<file path="src/rtl/cv32e40n_apu_pkg.sv">
// Types shared by the APU responder: opcodes, executor states, queue entry.
// Latency: n/a (types and pure helper functions).
// Backpressure: n/a.
package cv32e40n_apu_pkg;

  typedef enum logic [1:0] {
    APU_OP_ADD   = 2'd0,
    APU_OP_LOAD  = 2'd1,
    APU_OP_STORE = 2'd2,
    APU_OP_XOR   = 2'd3
  } apu_op_e;

  typedef enum logic [2:0] {
    EX_IDLE     = 3'd0,
    EX_EXEC     = 3'd1,
    EX_MEM_REQ  = 3'd2,
    EX_MEM_WAIT = 3'd3,
    EX_RESP     = 3'd4
  } ex_state_e;

  typedef struct packed {
    apu_op_e     op;
    logic [31:0] op0;
    logic [31:0] op1;
  } apu_entry_t;

  localparam logic [3:0] OBI_BE_WORD = 4'b1111;

  // LOAD and STORE go out on the data bus; everything else stays local.
  function automatic logic is_mem_op(apu_op_e op);
    return (op == APU_OP_LOAD) || (op == APU_OP_STORE);
  endfunction

  // Result of the two ALU opcodes; only called for ADD/XOR entries.
  function automatic logic [31:0] alu_result(apu_entry_t e);
    return (e.op == APU_OP_XOR) ? (e.op0 ^ e.op1) : (e.op0 + e.op1);
  endfunction

endpackage

</file>
<file path="src/rtl/cv32e40p_apu_core_pkg.sv">
// APU port widths shared with the cv32e40p core.
// Latency: n/a (constants only).
// Backpressure: n/a.
package cv32e40p_apu_core_pkg;

  localparam int unsigned APU_NARGS_CPU    = 3;
  localparam int unsigned APU_WOP_CPU      = 6;
  localparam int unsigned APU_NDSFLAGS_CPU = 15;
  localparam int unsigned APU_NUSFLAGS_CPU = 5;

endpackage

</file>
<file path="src/rtl/cv32e40n_apu_req_fifo.sv">
// In-order request queue for the APU responder, DEPTH entries, head and head+1 visible.
// Latency: a pushed entry is visible at the head the cycle after the push.
// Backpressure: full_o is registered; a push while full is dropped, so callers gate on it.
module cv32e40n_apu_req_fifo
  import cv32e40n_apu_pkg::*;
#(
  parameter int unsigned DEPTH = 4
) (
  input  logic       clk_i,
  input  logic       rst_ni,
  input  logic       push_i,
  input  apu_entry_t push_dat_i,
  input  logic       pop_i,
  output apu_entry_t head_dat_o,
  output apu_entry_t next_dat_o,
  output logic       full_o,
  output logic       empty_o,
  output logic       multi_o
);

  localparam int unsigned AW = $clog2(DEPTH);

  logic [AW:0]   wr_ptr_q, wr_ptr_d;
  logic [AW:0]   rd_ptr_q, rd_ptr_d;
  logic [AW:0]   occupancy;
  logic [AW-1:0] rd_next_idx;
  logic          full_q, full_d;
  logic          empty_q, empty_d;
  logic          do_push, do_pop;
  apu_entry_t    mem_q [DEPTH];

  assign do_push = push_i && !full_q;
  assign do_pop  = pop_i && !empty_q;

  // Pointer advance; full/empty precomputed from next pointers so they come out of flops.
  always_comb begin
    wr_ptr_d = wr_ptr_q;
    rd_ptr_d = rd_ptr_q;
    if (do_push) wr_ptr_d = wr_ptr_q + (AW+1)'(1);
    if (do_pop)  rd_ptr_d = rd_ptr_q + (AW+1)'(1);
    empty_d = (wr_ptr_d == rd_ptr_d);
    full_d  = (wr_ptr_d[AW] != rd_ptr_d[AW]) &&
              (wr_ptr_d[AW-1:0] == rd_ptr_d[AW-1:0]);
  end

  // Pointer and flag registers; reset simply empties the queue.
  always_ff @(posedge clk_i) begin
    if (!rst_ni) begin
      wr_ptr_q <= '0;
      rd_ptr_q <= '0;
      full_q   <= 1'b0;
      empty_q  <= 1'b1;
    end else begin
      wr_ptr_q <= wr_ptr_d;
      rd_ptr_q <= rd_ptr_d;
      full_q   <= full_d;
      empty_q  <= empty_d;
    end
  end

  // Entry storage; contents are only meaningful between the pointers, so no reset.
  always_ff @(posedge clk_i) begin
    if (do_push) mem_q[wr_ptr_q[AW-1:0]] <= push_dat_i;
  end

  // The executor peeks at head+1 when it retires the head and wants to chain straight on.
  assign rd_next_idx = rd_ptr_q[AW-1:0] + AW'(1);
  assign occupancy   = wr_ptr_q - rd_ptr_q;

  assign head_dat_o = mem_q[rd_ptr_q[AW-1:0]];
  assign next_dat_o = mem_q[rd_next_idx];
  assign full_o     = full_q;
  assign empty_o    = empty_q;
  assign multi_o    = (occupancy >= (AW+1)'(2));

endmodule

</file>
<file path="src/rtl/cv32e40n_apu_responder.sv">
// APU-side responder: queues requests, runs ADD/XOR with LATENCY cycles, LOAD/STORE over OBI.
// Latency: ALU result LATENCY+1 cycles after accept; memory result 3 cycles plus bus wait.
// Backpressure: apu_gnt_o follows the registered queue-full flag; OBI waits on data_gnt_i.
module cv32e40n_apu_responder
  import cv32e40p_apu_core_pkg::*;
  import cv32e40n_apu_pkg::*;
#(
  parameter int unsigned DEPTH   = 4,
  parameter int unsigned LATENCY = 1
) (
  input  logic                               clk_i,
  input  logic                               rst_ni,
  input  logic [APU_NARGS_CPU-1:0][31:0]     apu_operands_i,
  input  logic [APU_WOP_CPU-1:0]             apu_op_i,
  input  logic [APU_NDSFLAGS_CPU-1:0]        apu_flags_i,
  input  logic                               apu_req_i,
  output logic                               apu_gnt_o,
  output logic                               apu_rvalid_o,
  output logic [31:0]                        apu_result_o,
  output logic [APU_NUSFLAGS_CPU-1:0]        apu_flags_o,
  output logic                               mem_master_sel,
  output logic                               data_req_o,
  input  logic                               data_gnt_i,
  input  logic                               data_rvalid_i,
  output logic                               data_we_o,
  output logic [3:0]                         data_be_o,
  output logic [31:0]                        data_addr_o,
  output logic [31:0]                        data_wdata_o,
  input  logic [31:0]                        data_rdata_i
);

  localparam int unsigned    CNT_W    = $clog2(LATENCY + 1);
  localparam logic [CNT_W-1:0] CNT_LOAD = CNT_W'(LATENCY - 1);

  ex_state_e        state_q, state_d;
  logic [CNT_W-1:0] cnt_q, cnt_d;
  logic [31:0]      result_q, result_d;

  apu_entry_t req_entry, head, next_head, dispatch;
  logic       push, pop, full, empty, multi, dispatch_vld;
  logic       unused_inputs;

  // Flags in, upper opcode bits and the third operand carry nothing for this block.
  assign unused_inputs = ^{apu_flags_i, apu_op_i, apu_operands_i};

  assign req_entry = '{op:  apu_op_e'(apu_op_i[1:0]),
                       op0: apu_operands_i[0],
                       op1: apu_operands_i[1]};

  // Gated by reset so the core never sees a grant while the queue is being cleared.
  assign apu_gnt_o = rst_ni && !full;
  assign push      = apu_req_i && apu_gnt_o;
  assign pop       = (state_q == EX_RESP);

  cv32e40n_apu_req_fifo #(
    .DEPTH (DEPTH)
  ) u_req_fifo (
    .clk_i      (clk_i),
    .rst_ni     (rst_ni),
    .push_i     (push),
    .push_dat_i (req_entry),
    .pop_i      (pop),
    .head_dat_o (head),
    .next_dat_o (next_head),
    .full_o     (full),
    .empty_o    (empty),
    .multi_o    (multi)
  );

  // Pick the entry the executor starts next; an incoming request bypasses an empty queue
  // so an idle executor starts in the cycle right after accept.
  always_comb begin
    dispatch     = req_entry;
    dispatch_vld = 1'b0;
    if (state_q == EX_RESP) begin
      if (multi) begin
        dispatch     = next_head;
        dispatch_vld = 1'b1;
      end else if (push) begin
        dispatch_vld = 1'b1;
      end
    end else begin
      if (!empty) begin
        dispatch     = head;
        dispatch_vld = 1'b1;
      end else if (push) begin
        dispatch_vld = 1'b1;
      end
    end
  end

  // Executor next state, latency countdown and result capture.
  always_comb begin
    state_d  = state_q;
    cnt_d    = cnt_q;
    result_d = result_q;
    case (state_q)
      EX_IDLE, EX_RESP: begin
        if (!dispatch_vld) begin
          state_d = EX_IDLE;
        end else if (is_mem_op(dispatch.op)) begin
          state_d = EX_MEM_REQ;
        end else begin
          state_d = EX_EXEC;
          cnt_d   = CNT_LOAD;
        end
      end
      EX_EXEC: begin
        if (cnt_q == '0) begin
          result_d = alu_result(head);
          state_d  = EX_RESP;
        end else begin
          cnt_d = cnt_q - CNT_W'(1);
        end
      end
      EX_MEM_REQ: begin
        if (data_gnt_i) state_d = EX_MEM_WAIT;
      end
      EX_MEM_WAIT: begin
        if (data_rvalid_i) begin
          result_d = (head.op == APU_OP_LOAD) ? data_rdata_i : 32'h0;
          state_d  = EX_RESP;
        end
      end
      default: state_d = EX_IDLE;
    endcase
  end

  // Executor registers; reset abandons any bus transaction in flight.
  always_ff @(posedge clk_i) begin
    if (!rst_ni) begin
      state_q  <= EX_IDLE;
      cnt_q    <= '0;
      result_q <= '0;
    end else begin
      state_q  <= state_d;
      cnt_q    <= cnt_d;
      result_q <= result_d;
    end
  end

  // OBI driver and APU response, all decoded from state so they are zero when unused.
  always_comb begin
    mem_master_sel = (state_q == EX_MEM_REQ) || (state_q == EX_MEM_WAIT);
    data_req_o     = 1'b0;
    data_we_o      = 1'b0;
    data_be_o      = 4'b0000;
    data_addr_o    = 32'h0;
    data_wdata_o   = 32'h0;
    apu_rvalid_o   = 1'b0;
    apu_result_o   = 32'h0;
    apu_flags_o    = '0;
    if (state_q == EX_MEM_REQ) begin
      data_req_o   = 1'b1;
      data_we_o    = (head.op == APU_OP_STORE);
      data_be_o    = OBI_BE_WORD;
      data_addr_o  = {head.op0[31:2], 2'b00};
      data_wdata_o = head.op1;
    end
    if (state_q == EX_RESP) begin
      apu_rvalid_o   = 1'b1;
      apu_result_o   = result_q;
      apu_flags_o[0] = (result_q == 32'h0);
    end
  end

endmodule
</file>
<file path="config.mk">
export PLATFORM = sky130hd
export DESIGN_NAME = cv32e40n_apu_responder
export DESIGN_NICKNAME = d
export VERILOG_FILES = /design/src/rtl/cv32e40n_apu_pkg.sv /design/src/rtl/cv32e40p_apu_core_pkg.sv /design/src/rtl/cv32e40n_apu_req_fifo.sv /design/src/rtl/cv32e40n_apu_responder.sv
export SDC_FILE = /design/constraint.sdc
export NUM_CORES = 1
export LEC_CHECK = 0
export CORE_UTILIZATION = 50
export DETAILED_ROUTE_END_ITERATION = 12
export PLACE_DENSITY = 0.77
export SETUP_SLACK_MARGIN = 0.2
export SYNTH_ARGS = -nofsm -noshare
export SYNTH_HDL_FRONTEND = slang
export SYNTH_SLANG_ARGS = --single-unit
</file>
<file path="constraint.sdc">
create_clock -name clk_i -period 4.1 [get_ports clk_i]
set_input_delay 0.41 -clock clk_i [delete_from_list [all_inputs] [get_ports clk_i]]
set_output_delay 0.41 -clock clk_i [all_outputs]
set_load 0.02 [all_outputs]
</file>
Word level (Yosys, flattened, before mapping)
Memory sizes are Yosys's and may differ from the RTL's. A register that Yosys moved wholly into a read port is not among the register bits. Cells that the tools add are included.

Memory bits (writable): 264. Logic and storage cells: 85. Flip-flop bits (word level): 44. Output and inout bits: 110. Memories kept: 1. Input port bits: 154.

Memory list: u_req_fifo.mem_q (depth 4, bits a word 66, read ports 2, clocked after Yosys merged registers in 1, wr ports 1, line cv32e40n_apu_req_fifo.sv:30) `apu_entry_t mem_q [DEPTH];`.

Multiplexer cells: 35. Reduce and logical (&&, ||, !) cells: 17. Add/subtract/negate cells: 6. Equality and inequality tests: 17. Order comparisons: 1. Bitwise operators: 1.

Operator list (count): 32-bit two-way mux (7); 66-bit two-way mux (3); 32-bit one-hot mux with 2 select lines (1); 32-bit adder (1); 32-bit zero test (1); 32-bit bitwise XOR (1); 3-bit two-way mux (5); 1-bit two-way mux (13); 3-bit one-hot mux with 4 select lines (1); 2-bit != test (second input constant) (5); 3-bit AND reduction (3); 3-bit by 1-bit adder with 3-bit output (second input constant) (2); 2-bit == test (second input constant) (3); 3-bit by 2-bit == test with 1-bit output (second input constant) (2); 2-bit two-way mux (3); 1-bit logical AND (5); 2-bit by 1-bit == test with 1-bit output (second input constant) (2); 4-bit two-way mux (1); 2-bit nonzero test (2); 3-bit by 1-bit == test with 1-bit output (second input constant) (1); 3-bit == test (1); 3-bit == test (second input constant) (1); 3-bit by 2-bit greater-or-equal comparator with 1-bit output (second input constant) (1); 3-bit zero test (1); other kinds (9) (11).

Logic depth before layout (Yosys ltp)
Gate-level depths: netlist of run 1.

Word-level depth: 9. Mapped depth: 14.

Cells and area by module
Synthesis of run 1 repeated with hierarchy kept, for this count alone.

Cells, all modules: 1124. Area total of the unflattened synthesis: 16067.9 sq um.

Modules (own cells, without submodules): cv32e40n_apu_req_fifo (area an instance 11617.4 sq um, seq. area each 8087.8 sq um, cells an instance 470, times used 1); cv32e40n_apu_responder (area an instance 4450.5 sq um, seq. area each 700.7 sq um, cells an instance 654, times used 1).

Least setup slack after synthesis of run 1
OpenSTA, ideal clock, no wires.

Kind: flip-flop to flip-flop. From: reg u_req_fifo.rd_ptr_q[0] (netlist name). To: reg result_q[26]. Cell stages (with the launch flop): 14. Path buffers: 3. Required time: 4.014 ns. Arrival: 3.523 ns. Period minus slack after synthesis: 3.609 ns. Library setup time: 0.086 ns. Setup slack: 0.491 ns. Path through: dfxtp_1 > buf_6 > buf_2 > buf_2 > mux4_2 > ha_1 > fa_1 > a21o_1 > a221oi_1 > o21ba_2 > a21oi_1 > a31oi_1 > xor2_1 > a211oi_1.

RTL lines: end signal, assigned (line cv32e40n_apu_responder.sv:138) `result_q <= result_d;`; end, declared (line cv32e40n_apu_responder.sv:37) `logic [31:0] result_q, result_d;`.

Worst setup path in the final report of run 1
From: reg state_q[1]. To: out data_wdata_o[7].

Cells in the longest elaborated chain, start to end: 2.

RTL lines: start, declared (line cv32e40n_apu_responder.sv:35) `ex_state_e state_q, state_d;`; start signal, assigned (line cv32e40n_apu_responder.sv:136) `state_q <= state_d;`; 3-bit by 2-bit == test with 1-bit output (line cv32e40n_apu_responder.sv:153) `if (state_q == EX_MEM_REQ) begin`; 32-bit two-way mux (line cv32e40n_apu_responder.sv:153); end, declared (line cv32e40n_apu_responder.sv:28) `output logic [31:0] data_wdata_o,`.

No other way between the ends.

==> impl_metrics.yaml, run 1 <==
placement:
  port_buffers: 206
  place.gp.congestion: 0.935
  dp_hpwl_um: 25400
  place_inst: 1622
  placed_area_sq_um: 17100
critical_path:
  worst-setup-path-type: "flip-flop to output port"
  endpoint_kind: "output port"
  cp_max_fo: 37
  arrival_ps: 3280
  worstPathRequired_ps: 3690
  startpoint_type: "flip-flop"
  reg2reg_from: "u_req_fifo.rd_ptr_q[0]$_SDFF_PN0_"
  worstSetupStartpoint: "state_q[1]$_SDFFE_PN0P_"
final_layout:
  layout_commonest_cell: "edfxtp_1"
  final_cell_area_sq_um: 18000
  areaGrowthSynthToFinish_pct: 22.8
  regArea_sq_um: 8790
  n_antenna_cell: 0
  drive_gt1_share_pct: 11.5
  final_cells: 1674
  multi_input_area_sq_um: 5500
  final.fill_count: 2154
  final_nets: 1463
  final_cell_mix: "edfxtp_1 (264), clkdlybuf4s50_1 (206), nand2_1 (76)"
clock_network:
  clockRootBuffer: "clkbuf_16"
  cts_htree_levels: 1
  cts_buffers: 30
  cts_tree: "yes"
  clock_sinks: 307
  post_cts_buffers: 0
  clk_latency_ps: 550
  clock_path_buffers: 3
  clk_pin_slew_ps: 60
drt:
  dr.first_iter.drc_count: 940
  wirelength_um: 36300
  via_per_inst: 5.94
  ant_nets: 0
  routedWlPerCell_um: 21.7
  first_pass_iters: 5
  drcViolationCount: 0
  via_count: 9942
power:
  intPower_w: 0.00552
  switchingPower_w: 0.00198
  peakVddDrop_uv: 327
  power_w: 0.00749
  pwr-share-clk_pct: 33.8
  p_per_area_nw_per_um2: 416
  power.leakage_nw: 6.22
  swShare_pct: 26.4
  power_frac_comb_pct: 18.3
  power_frac_seq_pct: 47.9
synthesis:
  syn_area_per_cell_sq_um: 13.6
  synth_area_sq_um: 14700
  yosys_warnings: 0
  syn_inst: 1078
  synth_cell_types: 68
  ys_seq_area_share_pct: 59.9
  synth_enable_flop_cells: 264
  synthArstFlopShare_pct: 0
  synth-seq-cells: 307
  synth-main-ff-cell: "edfxtp_1"
floorplanning:
  die_y_um: 173
  dieArea_sq_um: 30100
  fp-row-count: 62
  core_area_sq_um: 28800
  ios: 264
  initial_core_util_pct: 51.0
  die_w_um: 173
global_route:
  use_met3_pct: 4.65
  track_usage_pct: 24.1
  grt.busiest_layer: "met2"
  grt_max_degree: 45
  grt_pass1_wl_um: 56000
  grt_use_met2_pct: 38.0
  grt_use_met1_pct: 34.7
  grt_antenna_before_repair: 0
  grt_pass1_vias: 9704
  overflow: 0
timing:
  relSlewSlack_pct: 44.1
  fmaxAchievable_mhz: 271
  finalMaxSlewViolations: 0
  min_period_ps: 3690
  hold_slack_ps: 472
  finalClockSkew_ps: 10.5
  setup_viol: 0
  report.final.hold_viol_count: 0
  fin_tns_setup_ps: 0
  timing.final.crit_share_pct: 90.0
  worst_pin_slew_ps: 838
  rsz0062_at_grt: "no"
worst_hold_path:
  worstHoldStart: "result_q[7]$_SDFFE_PN0P_"
  worst_hold_path_type: "flip-flop to flip-flop"
job:
  maxCapViolCount: 0
status:
  status: "finished, final reports clean"
## per-stage QoR
| step | setup WS [ps] | util (%) |
|---|---|---|
| 2_1_floorplan | 491 | - |
| 4_1_cts | 424 | 62.6 |
| 3_3_place_gp | 540 | 59.5 |
| 6_report | 411 | 62.7 |
| 5_1_grt | 216 | 62.7 |
| 3_5_place_dp | 493 | 59.5 |
## power groups by stage
| stage | registers, W | clock network [W] | logic [W] |
|---|---|---|---|
| 2_1_floorplan | 0.00362 | 0 | 0.000845 |
| 3_3_place_gp | 0.00365 | 0 | 0.00133 |
| 3_5_place_dp | 0.00366 | 0 | 0.00135 |
| 4_1_cts | 0.00359 | 0.00257 | 0.00136 |
| 5_1_grt | 0.00360 | 0.00268 | 0.00148 |
| 6_report | 0.00359 | 0.00253 | 0.00137 |
## cells by family (layout without fill, tap and decap cells)
group	Yosys count	after routing	synth area share, %
buf+inv	94	301	2.92
xor+xnor	33	33	1.97
other cells	1	6	0.0255
simple gates	315	315	11.4
compound gates	213	213	9.48
mux	76	76	10.9
fa+ha+maj	39	39	3.43
flops	307	307	59.9
## cell usage after synthesis, types with 2 or more instances
library cell,number,share of area (%)
a211o_1,3,0.18
a211oi_1,8,0.41
a21boi_0,3,0.15
a21boi_1,3,0.15
a21o_1,19,0.97
a21oi_1,66,2.2
a221o_1,8,0.55
a221oi_1,9,0.54
a22oi_1,2,0.10
a31oi_1,7,0.30
a41oi_1,2,0.12
and2_1,69,2.9
and3_1,40,1.7
buf_2,13,0.44
buf_4,10,0.51
buf_6,3,0.23
clkbuf_1,50,1.3
dfxtp_1,43,5.9
edfxtp_1,264,54
fa_1,2,0.27
ha_1,37,3.2
inv_1,17,0.43
mux2i_1,9,0.61
mux4_2,67,10
nand2_1,76,1.9
nand2b_1,8,0.34
nand3_1,17,0.58
nand4_1,13,0.55
nand4b_1,3,0.18
nor2_1,41,1.0
nor2b_1,12,0.51
nor3_1,12,0.41
nor3b_1,3,0.15
nor4_1,9,0.38
o211ai_1,7,0.36
o21a_1,7,0.36
o21ai_0,38,1.3
o21bai_1,4,0.20
o221ai_1,2,0.12
o31ai_1,11,0.56
or2_2,3,0.13
xnor2_1,21,1.3
xor2_1,12,0.72
## registers in the layout, summed over array words and instances, names as in the netlist
signal / flops
state_q: 3
u_req_fifo.wr_ptr_q: 3
u_req_fifo.full_o: 1
result_q: 32
u_req_fifo.rd_ptr_q: 3
u_req_fifo.mem_q: 264
u_req_fifo.empty_o: 1
## worst max-delay path, stage by stage (launching register included)
cell and delay [ps]:
dfxtp_1 840, nand2b_1 190, or2_2 350, inv_1 100, buf_4 360, and2_1 250
clkdlybuf4s50_1 620
## path summary, 6_finish.rpt
path	endpoint	slack, ps	cells after the start
min	result_q[7]$_SDFFE_PN0P_	470	2
min reg2reg	result_q[7]$_SDFFE_PN0P_	470	2
max	data_wdata_o[7]	410	6
max reg2reg	result_q[13]$_SDFFE_PN0P_	420	10
## cell type report
| class | instances | share of cell area, % |
|---|---|---|
| repair buffers | 232 | 12.8 |
| clock inverters | 13 | 0.465 |
| clock buffers | 39 | 4.47 |
| inverters | 17 | 0.354 |
| multi-input cells | 682 | 30.5 |
| flip-flops and latches | 307 | 48.8 |
| well taps | 384 | 2.66 |
## metal layers
| metal | vias up | share of wire [%] | routed length, um |
|---|---|---|---|
| met3 | 45 | 8.5 | 3090 |
| met2 | 451 | 46 | 16700 |
| met1 | 4903 | 44 | 15900 |
| li1 | 4543 | - | - |
| met4 | 0 | 1.9 | 676 |
| met5 | - | 0 | 0 |
## what timing repair did
action / CTS / global route
gates resized for setup: 0 / 1
setup endpoints to repair: 0 / 2
hold buffers: 0 / 0
(Power assumes the default switching activity.)
==> inputs of run 2 (changes only) <==
- GPL_ROUTABILITY_DRIVEN: default -> 0
==> impl_metrics.yaml, run 2 (synthesis gave the netlist of run 1 again) <==
power:
  pwr-share-clk_pct: 36.3
  switchingPower_w: 0.00203
  swShare_pct: 26.1
  intPower_w: 0.00577
  power_frac_comb_pct: 17.6
  power_frac_seq_pct: 46.1
  peakVddDrop_uv: 400
  p_per_area_nw_per_um2: 429
  power.leakage_nw: 6.28
drt:
  drcViolationCount: 0
  wirelength_um: 36500
  ant_nets: 0
  via_per_inst: 5.88
  dr.first_iter.drc_count: 847
  first_pass_iters: 5
  routedWlPerCell_um: 21.7
  via_count: 9875
global_route:
  grt_antenna_before_repair: 0
  grt_pass1_vias: 9675
  overflow: 0
  grt_max_degree: 45
  grt_pass1_wl_um: 55800
  track_usage_pct: 24.1
final_layout:
  final.fill_count: 2148
  final_util_pct: 63.1
  final_cell_mix: "edfxtp_1 (264), clkdlybuf4s50_1 (206), nand2_1 (76)"
  layout_commonest_cell: "edfxtp_1"
  largest_reg_flops: 264
  final_nets: 1464
  areaGrowthSynthToFinish_pct: 23.7
  drive_gt1_share_pct: 12.4
  n_antenna_cell: 0
critical_path:
  crit_slowest_cell: "dfxtp_1"
  reg2reg_from: "u_req_fifo.rd_ptr_q[0]$_SDFF_PN0_"
  worstPathCellList: "nand2b_1 > or2_2 > inv_1 > buf_4 > and2_1 > clkdlybuf4s50_1"
  endpoint_kind: "output port"
  worstPathRequired_ps: 3690
  worst-setup-path-type: "flip-flop to output port"
  cp_max_fo: 37
  cp_slowest_stage_delay_ps: 840
  arrival_ps: 3290
  worstSetupStartpoint: "state_q[1]$_SDFFE_PN0P_"
  startpoint_type: "flip-flop"
floorplanning:
  initial_core_util_pct: 51.0
  core_area_sq_um: 28800
  die_y_um: 173
  fp-row-count: 62
  ios: 264
  dieArea_sq_um: 30100
  die_w_um: 173
clock_network:
  clk_pin_slew_ps: 60
  clockRootBuffer: "clkbuf_16"
  post_cts_buffers: 0
  clock_sinks: 307
  cts_tree: "yes"
  cts_buffers: 31
  cts_hold_buf: 0
  clk_latency_ps: 560
  clock_path_buffers: 3
  cts_htree_levels: 1
timing:
  finalMaxSlewViolations: 0
  timing.final.crit_share_pct: 90.1
  rsz0062_at_grt: "no"
  report.final.hold_viol_count: 0
  finalClockSkew_ps: 15.9
  min_period_ps: 3700
  fin_tns_setup_ps: 0
  worst_pin_slew_ps: 808
  setup_viol: 0
  hold_slack_ps: 474
  relSlewSlack_pct: 46.0
  fmaxAchievable_mhz: 271
worst_hold_path:
  worst_hold_path_type: "flip-flop to flip-flop"
  worstHoldStart: "result_q[9]$_SDFFE_PN0P_"
placement:
  port_buffers: 206
  dp_hpwl_um: 25400
status:
  status: "finished, final reports clean"
job:
  maxCapViolCount: 0
[run 2: changes by cell type in the layout (fill, tap and decap cells not counted)]
| cell | before | now |
|---|---|---|
| clkbuf_8 | 0 | 2 |
| buf_12 | 4 | 3 |
| bufinv_16 | 1 | 4 |
| clkinvlp_4 | 0 | 2 |
| buf_4 | 22 | 23 |
| clkinv_1 | 8 | 1 |
| clkinv_2 | 2 | 5 |
| clkinvlp_2 | 1 | 2 |
| clkinv_4 | 0 | 2 |
[run 2: timing repair]
action	CTS	global route
resized for setup	0	1
setup endpoints to repair	0	1
hold endpoints to repair	0	0
[run 2: worst max-delay path, delay by kind of cell, from the launching register on]
| family | cells | cell delay (ps) |
|---|---|---|
| buf+inv | 3 | 1040 |
| flops | 1 | 840 |
| simple gates | 3 | 800 |
[run 2: through the flow]
step	std cells	power [W]	area (sq um)	setup WS (ps)
5_1_grt	1680	0.00807	18200	259
6_report	1680	0.00780	18200	404
3_3_place_gp	1622	0.00498	17100	526
2_1_floorplan	1083	0.00446	14700	491
4_1_cts	1680	0.00781	18200	440
3_5_place_dp	1622	0.00500	17100	473
[run 2: worst paths after layout]
| check | to | slack, ps | cells after the start |
|---|---|---|---|
| setup / recovery | data_addr_o[4] | 400 | 6 |
| hold / removal | result_q[9]$_SDFFE_PN0P_ | 470 | 2 |
| setup reg to reg | result_q[13]$_SDFFE_PN0P_ | 460 | 10 |
| hold reg to reg | result_q[9]$_SDFFE_PN0P_ | 470 | 2 |
[run 2: layer usage]
layer / wire length (um) / vias to the layer above / share of wire (%) / global-route usage, %
met2: 16900 / 465 / 46 / 38.5
met1: 15800 / 4817 / 43 / 34.4
li1: - / 4538 / - / -
met5: 0 / - / 0 / 0
met4: 812 / 0 / 2.2 / 6.31
met3: 2980 / 55 / 8.2 / 4.08
[run 2: power groups by stage]
stage               Sequential [W]  Combinational, W  Clock, W
finish                     0.00359           0.00137   0.00283
detailed placement         0.00366           0.00134         0
CTS                        0.00359           0.00136   0.00287
global placement           0.00365           0.00133         0
global route               0.00360           0.00148   0.00299
floorplan                  0.00362          0.000845         0
[run 2: layout make-up]
type	count	area, sq um	area share [%]
Tap cell	384	480	2.65
Clock inverter	17	200	1.10
Inverter	17	63.8	0.351
Multi-Input combinational cell	682	5500	30.3
Sequential cell	307	8790	48.4
Clock buffer	41	833	4.59
Timing Repair Buffer	232	2290	12.6
